### src/rtl/demux_1to4_stream.sv
// 1-to-4 stream demultiplexer: routes one valid/ready input to one of four
// single-entry output channels selected by in_sel, counting accepted words.
module demux_1to4_stream #(
  parameter int unsigned WIDTH = 2,
  parameter int unsigned CNT_W = 8
) (
  input  logic                 clk,
  input  logic                 reset_p,
  input  logic                 enable,
  input  logic [WIDTH-1:0]     in_data,
  input  logic [1:0]           in_sel,
  input  logic                 in_valid,
  output logic                 in_ready,
  output logic [4*WIDTH-1:0]   out_data,
  output logic [3:0]           out_valid,
  input  logic [3:0]           out_ready,
  output logic [CNT_W-1:0]     accept_cnt
);

  localparam int unsigned NCH = 4;

  logic                accept;
  logic [4*WIDTH-1:0]  data_nxt;
  logic [NCH-1:0]      valid_nxt;
  logic [CNT_W-1:0]    cnt_nxt;

  // Selected slot is free or draining this cycle; enable is active-low.
  assign in_ready = !enable && (!out_valid[in_sel] || out_ready[in_sel]);
  assign accept   = in_valid && in_ready;

  // Per-channel refill has priority over drain so a same-edge drain+refill keeps valid high.
  always_comb begin
    data_nxt  = out_data;
    valid_nxt = out_valid;
    cnt_nxt   = accept_cnt + CNT_W'(accept);
    for (int i = 0; i < NCH; i++) begin
      if (accept && (in_sel == 2'(i))) begin
        data_nxt[i*WIDTH +: WIDTH] = in_data;
        valid_nxt[i]               = 1'b1;
      end else if (out_ready[i]) begin
        valid_nxt[i] = 1'b0;
      end
    end
  end

  always_ff @(posedge clk) begin
    if (reset_p) begin
      out_data   <= '0;
      out_valid  <= '0;
      accept_cnt <= '0;
    end else begin
      out_data   <= data_nxt;
      out_valid  <= valid_nxt;
      accept_cnt <= cnt_nxt;
    end
  end

endmodule

### config.mk
export PLATFORM = sky130hd
export DESIGN_NAME = demux_1to4_stream
export DESIGN_NICKNAME = d
export VERILOG_FILES = /design/src/rtl/demux_1to4_stream.sv
export SDC_FILE = /design/constraint.sdc
export NUM_CORES = 1
export LEC_CHECK = 0
export BUFFER_PORTS_ARGS = -buffer_cell sky130_fd_sc_hd__buf_2
export CORE_ASPECT_RATIO = 0.7
export CORE_MARGIN = 2
export CORE_UTILIZATION = 42
export DETAILED_ROUTE_END_ITERATION = 8
export GPL_ROUTABILITY_DRIVEN = 1
export PLACE_DENSITY = 0.73
export SYNTH_ARGS = -nofsm -noshare
export SYNTH_HDL_FRONTEND = slang
export SYNTH_SLANG_ARGS = --single-unit
### constraint.sdc
create_clock -name clk -period 2 [get_ports clk]
set_clock_uncertainty 0.1 [all_clocks]
set_input_delay 0.2 -clock clk [delete_from_list [all_inputs] [get_ports clk]]
set_output_delay 0.2 -clock clk [all_outputs]
set_load 0.01 [all_outputs]
Word level (Yosys, flattened, before mapping)
Cells that the tools add are included.
- register bits: 20
- bits in read-only memories: 0
- bits in latches: 0
- memories: 0
- input port bits: 12
- output and inout bits: 21
- RAM bits: 0
- eq/ne operators: 3
- muxes and demuxes: 12
- add/subtract/negate cells: 1
- div/mod/pow operators: 0
- bitwise gates (word level): 0
- reduce and logical (&&, ||, !) cells: 14
- shift operators: 0
- multipliers: 0
- magnitude comparators: 1
- operators with widths (operator ; count):
    2-to-1 mux 1 bit ; 10
    adder 8 x 1 -> 8 bit ; 1
    nonzero test 2 bit ; 4
    logical AND 1 bit ; 6
    binary-select mux 1 bit (select 2 bit) ; 2
    == test 2 bit, second input constant ; 2
    less-than comparator 2 x 3 -> 1 bit, second input constant ; 1
    == test 2 x 1 -> 1 bit, second input constant ; 1
    zero test 1 bit ; 2
    zero test 2 bit ; 1
    logical OR 1 bit ; 1

Logic depth before layout (Yosys ltp)
- depth after elaboration: 8
- depth in mapped cells: 8
- depth with buffers taken out: 8

Least setup slack after synthesis
No wires, ideal clock.
- path kind: reg2reg
- start point: reg out_valid[3]
- end point: reg accept_cnt[6]
- library setup time: 0.070 ns
- path buffers: 0
- stages on the path, launching flop included: 9
- clock period less this slack: 2.027 ns
- setup slack: -0.027 ns
- data arrival time: 1.857 ns
- cells stage by stage: dfxtp_1 nor2b_1 mux4_2 nor2_1 ha_1 ha_1 nand2_1 or3_1 a21oi_1
- longest elaborated chain between the ends: 7
- ends and longest elaborated chain (what ; line ; text):
    start: declaration ; 15 ; output logic [3:0] out_valid,
    start signal: assignment ; 53 ; out_valid <= valid_nxt;
    binary-select mux 1 bit (select 2 bit) ; 28 ; assign in_ready = !enable && (!out_valid[in_sel] || out_ready[in_sel]);
    2-to-1 mux 1 bit (implied by the code) ; 28 ;
    zero test 1 bit ; 28 ;
    logical OR 1 bit ; 28 ;
    logical AND 1 bit ; 28 ;
    logical AND 1 bit ; 29 ; assign accept = in_valid && in_ready;
    adder 8 x 1 -> 8 bit ; 35 ; cnt_nxt = accept_cnt + CNT_W'(accept);
    end signal: assignment ; 54 ; accept_cnt <= cnt_nxt;
    end: declaration ; 17 ; output logic [CNT_W-1:0] accept_cnt
No other way between the ends. The select of a mux whose other input is x is not followed.
A chain may end at the register's enable or synchronous reset.

Worst setup path after layout
Ends and elaborated chain as after synthesis.

==> impl_metrics.json <==
{
  "critPathLaunchType": "register",
  "grt_antenna_before_repair": 0,
  "cp_max_fo": 2,
  "totalPowerFinal_mw": 0.725,
  "power_density_nw_per_um2": 591,
  "yosysUniqueCellTypes": 21,
  "clk_pin_slew_ps": 110,
  "grt_first_pass_wirelength_mm": 3.37,
  "vias": 772,
  "drt-total-wl_mm": 2.11,
  "tritoncts": "done",
  "cp_data_required_time_ps": 2150,
  "hp-class": "input pin to register",
  "grt_use_total": 0.184,
  "clock_path_buffers": 2,
  "dr.first_iter.drc_count": 12,
  "syn_to_final_growth_pct": 41.0,
  "port_buffers": 32,
  "htreeDepth": 1,
  "fin_ws_ps": -22.8,
  "end_kind": "register",
  "synth.avg_cell_area_um2": 10.2,
  "yosysTopAreaCellShare": 0.460,
  "place_area_um2": 1120,
  "p_leak_nw": 0.564,
  "rsz0062_at_grt": "true",
  "fin_nets": 141,
  "cts_made_buffers": 3,
  "syn_area_um2": 870,
  "ys_top_cells_by_area": "dfxtp_1 (46%), nand2b_1 (9.4%), mux2i_1 (9.2%)",
  "r2r-start": "out_valid[3]",
  "die_w_um": 58.4,
  "async_flop_share": 0,
  "first_pass_iters": 4,
  "hold_viol": 0,
  "crit_arrival_ps": 2170,
  "outcome": "finished with violations",
  "drive_above_1_share": 0.516,
  "failed_checks": "setup timing",
  "setup-tns-final_ps": -22.8,
  "multi_input_area_um2": 541,
  "period_needed_ps": 2020,
  "ys.flop_type": "dfxtp_1",
  "syn_nets": 99,
  "drc_errors": 0,
  "ys_seq_area_frac": 0.460,
  "drv_slew": 0,
  "pin_count": 33,
  "crit_type": "register to register",
  "drtAntennaViolNets": 0,
  "die_h_um": 42.1,
  "wire_per_inst_um": 14.3,
  "startpoint": "out_valid[3]",
  "viasPerCell": 5.22,
  "yosysWarningCount": 0,
  "final_area_um2": 1230,
  "initial_core_util": 0.457,
  "yosys-top-cells-count": "dfxtp_1 (20), nand2b_1 (13), mux2i_1 (8)",
  "fillerInstances": 163,
  "core_um2": 1900,
  "clkLatencyLatePin_ps": 310,
  "hpwl_mm": 1.51,
  "grt_pass1_vias": 744,
  "synth_edf_count": 0,
  "slew-limit-headroom": 0.767,
  "max-vdd-ir-drop_v": 0.000575,
  "grt_max_degree": 23,
  "synth_top_area_cell": "dfxtp_1",
  "tightest_slew_ps": 349,
  "hold_ws_ps": 83.2,
  "maxCapViolCount": 0,
  "die_area_um2": 2460,
  "syn-instance-count": 85,
  "diodes": 0,
  "synth-seq-cells": 20,
  "cts_root_buf": "clkbuf_4",
  "row_count": 13,
  "overflow": 0,
  "setup_violations": 1,
  "place_congestion": 0.768,
  "cts_sinks": 20,
  "hold_start": "out_ready[3]",
  "max_freq_mhz": 494,
  "regArea_um2": 405,
  "timing.final.crit_share": 1.01,
  "synth_most_common_cell": "dfxtp_1"
}
## registers in the layout, indices dropped and copies added, names as in the netlist
signal,flops
out_data,8
accept_cnt,8
out_valid,4
## worst max-delay path, cell delays in order (launching register included)
cell and delay (ps):
dfxtp_2 340, nor2b_4 120, mux4_2 510, nor2_4 130
ha_4 160, ha_4 130, nand2_2 50, or3_1 310
a21oi_1 120
## per-layer routing
layer	vias to the layer above	global-route usage	share of wire
met4	0	0.0744	0.010
met5	-	0	0
met1	365	0.226	0.45
met2	22	0.294	0.48
met3	4	0.0617	0.056
li1	381	-	-
## through the flow
stage / utilization / worst slack (ps) / cells
floorplan: - / -11.5 / 85
global placement: 0.589 / -38.6 / 143
detailed placement: 0.589 / -114 / 143
CTS: 0.632 / -64.9 / 148
global route: 0.644 / -79.7 / 148
finish: 0.644 / -22.8 / 148
## area by class of cell
class,instances,area share
Multi-Input combinational cell,62,0.441
Sequential cell,20,0.331
Timing Repair Buffer,39,0.173
Clock buffer,4,0.0296
Tap cell,22,0.0224
Inverter,1,0.00306
## power by group
group | leakage (nW) | internal, mW | switching [mW]
Clock | 0.0210 | 0.111 | 0.124
Sequential | 0.164 | 0.407 | 0.00609
Combinational | 0.379 | 0.0389 | 0.0382
## cells in the final DEF (no fill, tap or decap), drive strengths merged
cell type	n
buf	39
nand2	2
nor2	5
nand4bb	1
dfxtp	20
nor2b	6
ha	2
mux4	1
inv	1
xor2	2
nand3	3
a21oi	7
mux2i	8
o21ai	3
or4b	2
xnor2	1
nand4	1
clkbuf	4
nand2b	14
or3	3
or4	1
## cell families after synthesis
| family | Yosys count | synth area share |
|---|---|---|
| compound gates | 10 | 0.0575 |
| xor+xnor | 3 | 0.0302 |
| fa+ha+maj | 2 | 0.0288 |
| buf+inv | 3 | 0.0129 |
| flops | 20 | 0.460 |
| mux | 9 | 0.118 |
| simple gates | 38 | 0.292 |
## repair_timing
item,CTS,global route
setup buffers,1,0
gates resized for setup,12,5
endpoints found under the setup margin,5,5
hold buffers,0,0
pin swaps,6,1
## worst paths after layout
check,to,slack (ps),cells after the start
worst min-delay path,out_valid[3],80,3
worst max register to register,accept_cnt[6],-20,8
worst max-delay path,accept_cnt[6],-20,8
worst min register to register,out_data[6],380,2
(Power assumes the default switching activity.)
